==> src/rtl/des_pbox.sv <==
// des_pbox: registered DES round-function P permutation (32-bit fixed bit shuffle).
// Define PBOX_INVERSE_EN to let the inv port select the inverse permutation P^-1.
module des_pbox (
    input  logic        clk,
    input  logic        rst,
    input  logic [31:0] data,
    input  logic        in_valid,
    input  logic        inv,
    output logic [31:0] p_data,
    output logic        out_valid
);

    // Entry n is the DES source bit (1 = MSB) for output DES bit n+1.
    localparam int P_TAB [32] = '{
        16,  7, 20, 21, 29, 12, 28, 17,
         1, 15, 23, 26,  5, 18, 31, 10,
         2,  8, 24, 14, 32, 27,  3,  9,
        19, 13, 30,  6, 22, 11,  4, 25
    };

    logic [31:0] fwd_w;
    logic [31:0] perm_w;
    logic [31:0] p_data_d, p_data_q;
    logic        out_valid_d, out_valid_q;

    for (genvar i = 0; i < 32; i++) begin : g_fwd
        localparam int SRC = 32 - P_TAB[i];
        assign fwd_w[31 - i] = data[SRC];
    end

`ifdef PBOX_INVERSE_EN
    logic [31:0] inv_w;

    // Same wiring run backwards: input bit i lands on output bit P[i].
    for (genvar i = 0; i < 32; i++) begin : g_inv
        localparam int DST = 32 - P_TAB[i];
        assign inv_w[DST] = data[31 - i];
    end

    assign perm_w = inv ? inv_w : fwd_w;
`else
    logic unused_inv;

    assign unused_inv = inv;
    assign perm_w     = fwd_w;
`endif

    // Holding on !in_valid keeps X on an idle data bus out of the register.
    always_comb begin
        p_data_d    = p_data_q;
        out_valid_d = in_valid;
        if (in_valid) begin
            p_data_d = perm_w;
        end
    end

    always_ff @(posedge clk or posedge rst) begin
        if (rst) begin
            p_data_q    <= 32'h0000_0000;
            out_valid_q <= 1'b0;
        end else begin
            p_data_q    <= p_data_d;
            out_valid_q <= out_valid_d;
        end
    end

    assign p_data    = p_data_q;
    assign out_valid = out_valid_q;

endmodule

==> config.mk <==
export PLATFORM = sky130hd
export DESIGN_NAME = des_pbox
export DESIGN_NICKNAME = d
export VERILOG_FILES = /design/src/rtl/des_pbox.sv
export SDC_FILE = /design/constraint.sdc
export NUM_CORES = 1
export LEC_CHECK = 0
export ABC_AREA = 1
export CELL_PAD_IN_SITES_DETAIL_PLACEMENT = 1
export CELL_PAD_IN_SITES_GLOBAL_PLACEMENT = 1
export CORE_ASPECT_RATIO = 1.5
export CORE_MARGIN = 2
export CORE_UTILIZATION = 28
export DETAILED_ROUTE_END_ITERATION = 10
export PLACE_DENSITY = 0.82
export SYNTH_ARGS = -nofsm -noshare
export SYNTH_HDL_FRONTEND = slang
export SYNTH_SLANG_ARGS = --single-unit
==> constraint.sdc <==
create_clock -name clk -period 1.1 [get_ports clk]
set_input_delay 0.165 -clock clk [delete_from_list [all_inputs] [get_ports clk]]
set_output_delay 0.165 -clock clk [all_outputs]
set_load 0.1 [all_outputs]
==> results of run 1 <==
[registers in the layout (all words and copies together) (netlist names)]
name,cells
out_valid,1
p_data,32
[logic make-up (layout without fill, tap and decap cells)]
kind of cell,after synthesis,count (layout),share of synthesized area (%)
flops,33,33,62.5
buf+inv,9,82,8.33
simple gates,96,96,29.2
[routing by layer]
layer	track usage (%)	share of wire, %	up-vias
met1	15.8	34	555
met5	0	0	-
met3	3.99	4.4	4
met4	6.06	1.6	0
met2	28.6	60	36
li1	-	-	550
[metrics by stage]
stage | hold slack [ns] | power [mW]
2_1_floorplan | 0.196 | 2.39
3_3_place_gp | 0.499 | 3.05
3_5_place_dp | 0.503 | 3.08
4_1_cts | 0.217 | 4.11
5_1_grt | 0.218 | 4.23
6_report | 0.216 | 4.05
[report_power, final]
group | internal (mW) | switching [mW] | total, mW
clock | 0.566 | 0.443 | 1.01
combinational | 0.583 | 0.993 | 1.58
sequential | 1.34 | 0.124 | 1.46
[placed cells by master (no fill, tap or decap), drive strengths merged]
cell	n
inv	2
buf	38
clkdlybuf4s50	34
nand2	96
dfrtp	33
clkbuf	7
clkinv	1
[worst max-delay path by stage]
stage / depth (start not counted) / to / slack, ns
floorplan: 0 / out_valid / 0.05
global route: 1 / p_data[9] / 0.009
detailed placement: 5 / p_data[17] / -0.13
global placement: 5 / p_data[25] / -0.10
finish: 1 / p_data[9] / 0.04
CTS: 1 / p_data[9] / 0.02
[area by class of cell]
class,count,area [um2],share of cell area [%]
Multi-Input combinational cell,96,385,15.4
Inverter,2,15.0,0.601
Clock buffer,7,96.3,3.86
Tap cell,64,80.1,3.20
Timing Repair Buffer,72,1050,42.1
Clock inverter,1,5.00,0.200
Sequential cell,33,866,34.7
[worst reg2reg max path: cells and delay by family, from the launching register on]
kind	cells	cell delay (ns)
DFF	1	0.44
and+or+nand+nor	2	0.13
==> impl_metrics.env, run 1 <==
export IMPL_regToRegStartpoint="p_data[9]"
export IMPL_grt_pass1_wl_um=6010
export IMPL_antenna_cells=0
export IMPL_post_cts_resized=0
export IMPL_via_count=1145
export IMPL_pin_count=69
export IMPL_regToRegSetupSlack_ns=0.43
export IMPL_grt_max_degree=33
export IMPL_port_buffer_count=67
export IMPL_postLayoutCellArea_um2=2500
export IMPL_netlist_instances=138
export IMPL_ys_top_cells_by_area="dfrtp_1, nand2_1, nand2_2"
export IMPL_crit_buf_inv=1
export IMPL_post_place_ws_ns=-0.126
export IMPL_die_height_um=88.1
export IMPL_crit_path_top_delay_cell="dfrtp_2"
export IMPL_r2r_cells=2
export IMPL_setup_tns_ns=0
export IMPL_ant_nets=0
export IMPL_critPathMaxFanout=2
export IMPL_outcome="completed"
export IMPL_fin_crit_sh_pct=96.2
export IMPL_hold_class="input pin to asynchronous set/reset pin"
export IMPL_crit_type="flop to primary output"
export IMPL_synth_edf_count=0
export IMPL_dp_hpwl_um=2780
export IMPL_gr_total_overflow=0
export IMPL_drt_vias_per_instance=4.16
export IMPL_drc=0
export IMPL_clock_path_buffers=2
export IMPL_ys_seq_elements=33
export IMPL_num_rows=30
export IMPL_finish_utilization_pct=55.0
export IMPL_grt_pass1_vias=1287
export IMPL_n_fill_cell=485
export IMPL_ys_top_cells_by_count="nand2_1, dfrtp_1, nand2_2"
export IMPL_cp_cell_sequence="buf_12"
export IMPL_fin_nets=246
export IMPL_antenna_found_initial=0
export IMPL_end_kind="primary output"
export IMPL_maxSlewHeadroom_pct=85.1
export IMPL_instances_no_fill=275
export IMPL_min_period_ns=1.06
export IMPL_slowest_delay_ns=0.44
export IMPL_syn_area_per_cell_um2=9.57
export IMPL_synth_ff_type="dfrtp_1"
export IMPL_cp_arrival_ns=0.89
export IMPL_routabilityCongestion=0.715
export IMPL_finalHoldViolCount=0
export IMPL_netlist_area_leader_share_pct=62.5
export IMPL_numPlacedInstances=267
export IMPL_fin_ws_ns=0.0416
export IMPL_rsz0062_at_grt="no"
export IMPL_synth_area_um2=1320
export IMPL_required_ns=0.94
export IMPL_die_x_um=60.1
export IMPL_p_per_area_nw_per_um2=1620
export IMPL_die_area_um2=5300
export IMPL_fmax_mhz=945
export IMPL_max_cap_violations=0
export IMPL_cts_inserted_buffers=5
export IMPL_clkTransAtPathRegs_ns=0.07
export IMPL_clock_root_buffer="clkbuf_8"
export IMPL_first_pass_iters=4
export IMPL_area_delta_synth_final_pct=89.1
export IMPL_dpl_cell_area_um2=2400
export IMPL_worstSkewPairLatency_ns=0.28
export IMPL_yosysTopAreaCell="dfrtp_1"
export IMPL_fin_skew_ns=0
export IMPL_worstMarginPinSlew_ns=0.224
export IMPL_synthArstFlopShare_pct=100
export IMPL_core_um2=4540
export IMPL_clock_sinks=33
export IMPL_peakVddDrop_mv=0.868
export IMPL_crit_start="p_data[9]"
export IMPL_syn_num_nets=174
export IMPL_critPathTopFamily="flip-flops"
export IMPL_cts_tree="done"
export IMPL_synth_seq_area_share_pct=62.5
export IMPL_final_max_slew_violation_count=0
export IMPL_ys_warn_count=0
export IMPL_routed_wl_um=3600
export IMPL_p_leak_nw=1.18
export IMPL_wire_per_inst_um=13.1
export IMPL_start_util_pct=29.1
export IMPL_ctsHoldBuffers=0
export IMPL_yosysUniqueCellTypes=8
export IMPL_drtIter0Drc=51
export IMPL_startpoint_type="flop"
export IMPL_regToRegEndpoint="p_data[9]"
export IMPL_drive_above_1_share_pct=42.2
export IMPL_htree_levels=2
export IMPL_yosysMostFrequentCell="nand2_1"
export IMPL_final_setup_viol_count=0
export IMPL_grt_total_usage_pct=15.4
export IMPL_post_cts_repair_setup_buffers=0
(Power assumes the default switching activity.)
==> inputs of run 2 (changes only) <==
--- a/config.mk
+++ b/config.mk
@@ -16,3 +16,4 @@
 export SYNTH_ARGS = -nofsm -noshare
 export SYNTH_HDL_FRONTEND = slang
 export SYNTH_SLANG_ARGS = --single-unit
+export TNS_END_PERCENT = 30
==> run 2 against run 1 <==
- core utilization fell by 1.2 points
- total power down 4.0%
- combinational power hardly changed
- register-to-register slack about the same
- sequential share of layout area fell by 0.40 points
- worst setup slack worse by 0.0070 ns
- critical path type unchanged
- critical path depth did not move
- count of clock-buffer cells in the layout down 1
==> impl_metrics.env, run 2 (synthesized netlist as in run 1, its figures left out) <==
export IMPL_outcome="completed"
export IMPL_core_um2=4540
export IMPL_clock_root_buffer="clkbuf_8"
export IMPL_ctsHoldBuffers=0
export IMPL_cp_cell_sequence="buf_12"
export IMPL_gr_usage_met2_pct=25.7
export IMPL_finalHoldViolCount=0
export IMPL_final_setup_viol_count=0
export IMPL_die_height_um=88.1
export IMPL_num_rows=30
export IMPL_clock_sinks=33
export IMPL_grt_pass1_vias=1266
export IMPL_die_x_um=60.1
export IMPL_worstSkewPairLatency_ns=0.28
export IMPL_fin_crit_sh_pct=96.8
export IMPL_fin_skew_ns=0
export IMPL_cts_inserted_buffers=5
export IMPL_routed_wl_um=3470
export IMPL_clkTransAtPathRegs_ns=0.07
export IMPL_antenna_found_initial=0
export IMPL_via_count=1130
export IMPL_required_ns=0.94
export IMPL_post_cts_resized=0
export IMPL_area_delta_synth_final_pct=84.9
export IMPL_gr_total_overflow=0
export IMPL_grt_util_met3_pct=5.61
export IMPL_grt_max_degree=34
export IMPL_slowest_delay_ns=0.43
export IMPL_ant_nets=0
export IMPL_grt_pass1_wl_um=5790
export IMPL_htree_levels=2
export IMPL_wire_per_inst_um=12.7
export IMPL_first_pass_iters=4
export IMPL_rsz0062_at_grt="no"
export IMPL_drive_above_1_share_pct=30.5
export IMPL_drc=0
export IMPL_drt_vias_per_instance=4.12
export IMPL_min_period_ns=1.07
export IMPL_die_area_um2=5300
export IMPL_use_met1_pct=15.4
export IMPL_port_buffer_count=67
export IMPL_crit_buf_inv=1
export IMPL_top_usage_layer="met2"
export IMPL_cts_tree="done"
export IMPL_dpl_cell_area_um2=2360
export IMPL_p_leak_nw=1.19
export IMPL_p_per_area_nw_per_um2=1590
export IMPL_grt_total_usage_pct=14.7
export IMPL_max_cap_violations=0
export IMPL_end_kind="primary output"
export IMPL_finish_utilization_pct=53.8
export IMPL_largest_register_ffs=32
export IMPL_maxSlewHeadroom_pct=85.8
export IMPL_antenna_cells=0
export IMPL_start_util_pct=29.1
export IMPL_startpoint_type="flop"
export IMPL_critPathMaxFanout=2
export IMPL_layout_common_cells="nand2_1, clkdlybuf4s50_1, buf_12"
export IMPL_pin_count=69
export IMPL_final_common_cell="nand2_1"
export IMPL_critPathTopFamily="flip-flops"
export IMPL_fmax_mhz=939
export IMPL_hold_class="input pin to asynchronous set/reset pin"
export IMPL_clock_path_buffers=2
export IMPL_routabilityCongestion=0.663
export IMPL_fin_nets=245
export IMPL_worstMarginPinSlew_ns=0.213
export IMPL_postLayoutCellArea_um2=2440
export IMPL_crit_path_top_delay_cell="dfrtp_1"
export IMPL_dp_hpwl_um=2620
export IMPL_final_max_slew_violation_count=0
export IMPL_peakVddDrop_mv=0.819
export IMPL_cp_arrival_ns=0.90
export IMPL_drtIter0Drc=48
export IMPL_post_cts_repair_setup_buffers=0
export IMPL_crit_type="flop to primary output"
[run 2: cell types whose count changed in the layout (fill, tap and decap cells not counted)]
cell,before,now
dfrtp_2,32,9
clkbuf_1,0,1
clkinv_2,1,2
clkbuf_8,7,5
dfrtp_1,1,24
buf_4,4,3
[run 2: metrics by stage]
step                      total power, mW  setup TNS (ns)  cells  hold slack [ns]  setup slack [ns]
after floorplan                      2.37          -0.802    138            0.196           -0.0456
after global placement               3.03           -1.49    266            0.499           -0.0570
after detailed placement             3.06           -2.65    266            0.503            -0.107
after CTS                            3.94               0    274            0.238            0.0232
after global routing                 4.05               0    274            0.239           0.00830
final                                3.89               0    274            0.229            0.0347
[run 2: report_power, final]
group / switching [mW] / internal, mW
Clock: 0.430 / 0.438
Combinational: 0.991 / 0.578
Sequential: 0.124 / 1.33
Total: 1.54 / 2.34
[run 2: layer usage]
layer  vias up  share of wire (%)
li1        548                  -
met1       532                 36
met2        44                 56
met3         6                6.8
met4         0                1.7
met5         -                  0
[run 2: final timing paths]
| kind | from | endpoint | slack (ns) | depth (start not counted) |
|---|---|---|---|---|
| worst max-delay path | p_data[6] | p_data[6] | 0.03 | 1 |
| worst min-delay path | rst | p_data[1] | 0.23 | 3 |
| worst max register to register | p_data[6] | p_data[6] | 0.42 | 2 |
| worst min register to register | p_data[17] | p_data[17] | 0.52 | 2 |
| max in group asynchronous | rst | p_data[0] | 0.67 | 3 |
| min in group clk | data[8] | p_data[13] | 0.41 | 3 |
[run 2: area by class of cell]
| class | instances | area (um2) |
|---|---|---|
| well taps | 64 | 80.1 |
| inverters | 2 | 15.0 |
| repair buffers | 71 | 1040 |
| multi-input cells | 96 | 385 |
| flip-flops and latches | 33 | 837 |
| clock inverters | 2 | 10.0 |
| clock buffers | 6 | 72.6 |
| fillers | 482 | 2100 |
==> inputs of run 3 (changes only) <==
--- a/config.mk
+++ b/config.mk
@@ -13,6 +13,7 @@
 export CORE_UTILIZATION = 28
 export DETAILED_ROUTE_END_ITERATION = 10
 export PLACE_DENSITY = 0.82
+export SKIP_CTS_REPAIR_TIMING = 1
 export SYNTH_ARGS = -nofsm -noshare
 export SYNTH_HDL_FRONTEND = slang
 export SYNTH_SLANG_ARGS = --single-unit
==> results of run 3 <==
Same layout as run 2: the final DEF is identical, and so are final timing and power.
